==> src/rtl/vector_sweep_sequencer.sv <==
// Exhaustive input sweep for a small circuit under test: drives each vector in
// ascending order, waits SETTLE cycles, samples the response, emits a record.
module vector_sweep_sequencer #(
  parameter int N_IN   = 2,
  parameter int N_OUT  = 1,
  parameter int SETTLE = 1
) (
  input  logic             CK,
  input  logic             reset,
  input  logic             start,
  output logic             busy,
  output logic             done,
  output logic [N_IN-1:0]  dut_in,
  input  logic [N_OUT-1:0] dut_out,
  output logic             rec_valid,
  input  logic             rec_ready,
  output logic [N_IN-1:0]  rec_vec,
  output logic [N_OUT-1:0] rec_resp,
  output logic             rec_last,
  output logic [1:0]       state_dbg
);

  localparam logic [1:0] S_IDLE   = 2'd0;
  localparam logic [1:0] S_SETTLE = 2'd1;
  localparam logic [1:0] S_EMIT   = 2'd2;
  localparam logic [1:0] S_DONE   = 2'd3;

  localparam logic [7:0] CNT_INIT = 8'(SETTLE - 1);

  logic [1:0]       state;
  logic [N_IN-1:0]  vec;
  logic [7:0]       cnt;
  logic [N_OUT-1:0] resp;
  logic             vec_last;
  logic             handshake;

  // Record handshake: a record transfers on any rising edge where rec_valid
  // and rec_ready are both high; rec_vec/rec_resp/rec_last are held stable
  // while rec_valid is high and rec_ready is low.
  assign vec_last  = &vec;
  assign handshake = (state == S_EMIT) && rec_ready;

  always_ff @(posedge CK) begin
    if (reset) begin
      state <= S_IDLE;
      vec   <= '0;
      cnt   <= '0;
      resp  <= '0;
    end else begin
      case (state)
        S_IDLE: begin
          if (start) begin
            vec   <= '0;
            cnt   <= CNT_INIT;
            state <= S_SETTLE;
          end
        end
        S_SETTLE: begin
          if (cnt != 8'd0) begin
            cnt <= cnt - 8'd1;
          end else begin
            resp  <= dut_out;
            state <= S_EMIT;
          end
        end
        S_EMIT: begin
          // The sweep stops at all-ones, so vec never wraps.
          if (handshake) begin
            if (vec_last) begin
              state <= S_DONE;
            end else begin
              vec   <= vec + N_IN'(1);
              cnt   <= CNT_INIT;
              state <= S_SETTLE;
            end
          end
        end
        default: begin
          state <= S_IDLE;
        end
      endcase
    end
  end

  // Outputs decode from state and registers only; dut_out reaches them via resp.
  assign busy      = (state != S_IDLE);
  assign done      = (state == S_DONE);
  assign dut_in    = ((state == S_SETTLE) || (state == S_EMIT)) ? vec : '0;
  assign rec_valid = (state == S_EMIT);
  assign rec_vec   = (state == S_EMIT) ? vec : '0;
  assign rec_resp  = (state == S_EMIT) ? resp : '0;
  assign rec_last  = (state == S_EMIT) && vec_last;
  assign state_dbg = state;

endmodule

==> config.mk <==
export PLATFORM = sky130hd
export DESIGN_NAME = vector_sweep_sequencer
export DESIGN_NICKNAME = d
export VERILOG_FILES = /design/src/rtl/vector_sweep_sequencer.sv
export SDC_FILE = /design/constraint.sdc
export NUM_CORES = 1
export LEC_CHECK = 0
export CORE_AREA = 3 3 49 51
export DETAILED_ROUTE_END_ITERATION = 7
export DIE_AREA = 0 0 52 54
export HOLD_SLACK_MARGIN = 0.03
export PLACE_DENSITY = 0.7
export SLEW_MARGIN = 20
export SYNTH_ARGS = -nofsm -noshare
export SYNTH_HDL_FRONTEND = slang
export SYNTH_SLANG_ARGS = --single-unit
==> constraint.sdc <==
create_clock -name CK -period 4.7 [get_ports CK]
set_clock_uncertainty 0.15 [all_clocks]
set_input_delay 1.175 -clock CK [delete_from_list [all_inputs] [get_ports CK]]
set_output_delay 1.175 -clock CK [all_outputs]
set_load 0.01 [all_outputs]
After elaboration in Yosys (flattened, before gate mapping)
Cells that the tools add are included.
{"block": "totals", "register_bits": 13, "wordCells": 45, "output_inout_bits": 11, "inputBits": 5}
{"block": "op_classes", "n_addsub": 2, "muxes": 17, "n_reduce_logical": 13, "eq_ne": 8, "bitwise": 1}
{"operator": "$mux W8", "n": 4}
{"operator": "$pmux W8 S3", "n": 1}
{"operator": "$mux W2", "n": 9}
{"operator": "$ne A2 B2 Y1 const B", "n": 4}
{"operator": "$reduce_bool A8 Y1", "n": 1}
{"operator": "$sub A8 B1 Y8 const B", "n": 1}
{"operator": "$pmux W2 S3", "n": 1}
{"operator": "$reduce_and A5 Y1", "n": 1}
{"operator": "$eq A2 B2 Y1 const B", "n": 2}
{"operator": "$pmux W2 S2", "n": 1}
{"operator": "$reduce_and A2 Y1", "n": 2}
{"operator": "$reduce_and A4 Y1", "n": 1}
{"operator": "$reduce_bool A2 Y1", "n": 2}
{"operator": "$reduce_and A3 Y1", "n": 1}
{"operator": "$reduce_bool A3 Y1", "n": 1}
{"operator": "$add A2 B1 Y2 const B", "n": 1}
{"operator": "$eq A2 B1 Y1 const B", "n": 1}
{"operator": "$logic_and A1 B1 Y1", "n": 2}
{"operator": "$logic_not A2 Y1", "n": 1}
{"operator": "$ne A2 B1 Y1 const B", "n": 1}
{"operator": "$logic_or A1 B1 Y1", "n": 1}
{"operator": "$mux W1", "n": 1}
{"operator": "$not A1 Y1", "n": 1}

Depth between registers and ports, before layout
{"block": "logic_depth", "word_depth": 4, "mapped_depth": 7, "mapped_depth_nobuf": 6}

Least setup slack after synthesis
OpenSTA, ideal clock, no wires.
{"block": "synth_timing", "kind": "input to register", "from": "input rec_ready", "to": "register cnt[5]", "setup_time_ps": 70, "required_time_ps": 4480, "setup_slack_ps": 2187, "arrival_time_ps": 2293, "path_buffers": 1, "cell_stages": 5, "path_cell_list": "nor2b_1 -> o211ai_1 -> clkbuf_1 -> or4_1 -> a21oi_1"}
{"block": "synth_via", "elab_chain_cells": 3}
{"element": "start, declared", "line": "16", "rtl": "input logic rec_ready,"}
{"element": "$logic_and A1 B1 Y1", "line": "41", "rtl": "assign handshake = (state == S_EMIT) && rec_ready;"}
{"element": "$ne A2 B1 Y1 (no line)"}
{"element": "$reduce_and A5 Y1 (no line)"}
{"element": "end signal, assigned", "line": "60", "rtl": "cnt <= cnt - 8'd1;"}
{"element": "end, declared", "line": "32", "rtl": "logic [7:0] cnt;"}
No other way between the ends.
A chain may end at the register's enable or synchronous reset.

Worst setup path after layout
{"block": "layout_timing", "from": "register state[0] (netlist: state_dbg[0])", "to": "output rec_last"}
{"block": "layout_via", "elab_chain_cells": 2}
{"element": "start, declared", "line": "30", "rtl": "logic [1:0] state;"}
{"element": "start signal, assigned", "line": "45", "rtl": "state <= S_IDLE;"}
{"element": "start signal, assigned", "line": "55", "rtl": "state <= S_SETTLE;"}
{"element": "start signal, assigned", "line": "63", "rtl": "state <= S_EMIT;"}
{"element": "$eq A2 B2 Y1", "line": "92", "rtl": "assign rec_last = (state == S_EMIT) && vec_last;"}
{"element": "$logic_and A1 B1 Y1", "line": "92"}
{"element": "end, declared", "line": "19", "rtl": "output logic rec_last,"}
No other way between the ends.

==> flow_summary.toml <==
[timing]
setup_viol = 0
maxSlewViolCount = 0
max_freq_mhz = 316.8
finalCritPeriodShare = 0.6716
fin_tns_setup_ps = 0
worst_pin_slew_ps = 741.9
layout_min_cycle_time_ps = 3156
hold_slack_ps = 347.0
max_slew_margin = 0.5032
rsz0062_at_grt = "false"
hold_viol = 0

[critical_path]
worstSetupPathType = "flop to output port"
cp-start-kind = "flop"
arrival_ps = 1830
cp_slowest_stage_delay_ps = 540
crit_path_max_fanout = 10
rrSetupSlack_ps = 2380
cp_cell_sequence = "inv_1 -> ha_1 -> and2_1 -> clkdlybuf4s50_1"
slowest_stage = "clkdlybuf4s50_1"
rr_worst_depth = 6
setup.worst_path.end_class = "output port"
cp.required_ps = 3380

[logic_synthesis]
synth-seq-cells = 13
avgSynthCellArea_um2 = 8.903
synth.most_common_cell = "dfxtp_1"
synth_top_flop_cell = "dfxtp_1"
synth_nets = 107
async_flop_share = 0
seq_area_frac_synth = 0.3077
netlist_instances = 95
yosys_warnings = 0
ys_top_cells_by_area = "dfxtp_1 (31%), ha_1 (10%), or3_1 (5.2%), and2_1 (4.4%), o21ai_0 (4.1%)"
synth_top_cell_by_area = "dfxtp_1"
synthDistinctLibCells = 33
syn-cell-area_um2 = 845.8
synth-edff-count = 0
synthTopCellsByCount = "dfxtp_1 (13), inv_1 (9), ha_1 (7), o21ai_0 (7), or3_1 (7)"
yosys.area.top_type_share = 0.3077

[power]
leakagePower_uw = 0.0004118
pwr_density_cell_mw_per_mm2 = 624.1
irDropWorstVdd_mv = 0.4007

[placed_design]
place_congestion = 0.8976
dp_hpwl_mm = 1.373
io_buffers = 15

[layout]
nets = 125
num_antenna_cells = 0
n_fill_cell = 185
areaGrowthSynthToFinish_pct = 23.97
drive_gt1_frac = 0.07143

[clocking]
cts_hold_buf = 0
post_cts_buffers = 0
cts_sinks = 13
clock_path_buffers = 2
clockRootBuffer = "clkbuf_4"
cts_tree = "built"
numCtsBuffers = 3
htree_levels = 1
clk_pin_slew_ps = 70
ctsResizeCount = 0
clkLatencyLatePin_ps = 280

[drt]
drt_first_pass_iters = 4
drtAntennaViolNets = 0
drc_errors = 0
wl_per_cell_um = 13.05
vias_per_cell = 5.453
drt_iter0_drc = 12
totalWireLength_mm = 1.814
vias = 758

[global_route]
grt_usage = 0.1482
grt_pass1_wl_mm = 3.022
grt-ovfl-total = 0
antenna_found_initial = 0
grt_pass1_vias = 663
grt_max_degree = 13

[floorplanning]
pin_count = 16
floorplan.die.width_um = 52
die_area_mm2 = 0.002808
initial_core_util = 0.4268
rows = 16
core_mm2 = 0.001982
die_h_um = 54

[worst_hold_path]
min_path_type = "flop to flop"
hold_depth = 2

[status]
run_status = "completed"

[flow_run]
maxCapViolations = 0
-- area by class of cell --
type | instances | area [um2] | share of cell area
Tap cell | 27 | 33.78 | 0.03222
Sequential cell | 13 | 260.3 | 0.2482
Timing Repair Buffer | 15 | 150.1 | 0.1432
Clock buffer | 4 | 26.28 | 0.02506
Inverter | 9 | 33.78 | 0.03222
Multi-Input combinational cell | 71 | 544.3 | 0.5191
-- through the flow --
| stage | instance area (um2) | instances | total power [uW] | setup slack [ps] | utilization |
|---|---|---|---|---|---|
| floorplan | 845.8 | 95 | 482.5 | 2187 | - |
| global placement | 1022 | 135 | 571.2 | 1555 | 0.5158 |
| detailed placement | 1022 | 135 | 583.1 | 1514 | 0.5158 |
| CTS | 1049 | 139 | 655.4 | 1533 | 0.5290 |
| global route | 1049 | 139 | 713.1 | 1426 | 0.5290 |
| finish | 1049 | 139 | 654.3 | 1544 | 0.5290 |
-- critical path: cells and delay by family (launching register included) --
kind	cells	cell delay, ps
buf+inv	2	660
simple gates	1	200
fa+ha+maj	1	350
flops	1	350
-- cell usage in the layout, fill, tap and decap left out, types with 2 or more instances in the layout --
cell and n:
clkbuf_4 3, nand2b_1 2, o211ai_1 3, or3_1 7, nand2_1 2, or4_1 3, ha_1 7, o21ai_0 7
and2_1 6, inv_1 9, mux2i_1 2, clkdlybuf4s50_1 15, dfxtp_1 13, nor2_1 5, a21oi_1 6, o31ai_1 3
-- path summary, 6_finish.rpt --
| kind | endpoint | startpoint |
|---|---|---|
| worst min register to register | cnt[4] | cnt[4] |
| worst max-delay path | rec_last | state_dbg[0] |
| worst max register to register | cnt[0] | state_dbg[0] |
| worst min-delay path | cnt[4] | cnt[4] |
-- layer usage --
layer  up-vias  global-route usage  wire (um)
met4         0             0.06987         29
met1       349              0.2066        947
met5         -                   0          0
li1        390                   -          -
met3         4             0.04986         74
met2        15              0.2008        763
-- state kept, by name, summed over array words and instances (netlist names) --
signal     cells
state_dbg      2
cnt            8
resp           1
vec            2
-- cells by family (layout without fill, tap and decap cells) --
logic type,count (synthesis),after routing,synth area share
compound gates,29,29,0.2619
flops,13,13,0.3077
fa+ha+maj,7,7,0.1035
buf+inv,11,28,0.04882
mux,2,2,0.02367
simple gates,33,33,0.2545
-- power by group --
group | internal (uW) | switching (uW) | leakage [uW] | total [uW]
logic | 185 | 215 | 0.000291 | 400
registers | 148 | 39.4 | 0.000106 | 187
clock network | 32.9 | 34.5 | 0.0000150 | 67.5
total | 365 | 289 | 0.000412 | 654
(Power assumes the default switching activity.)
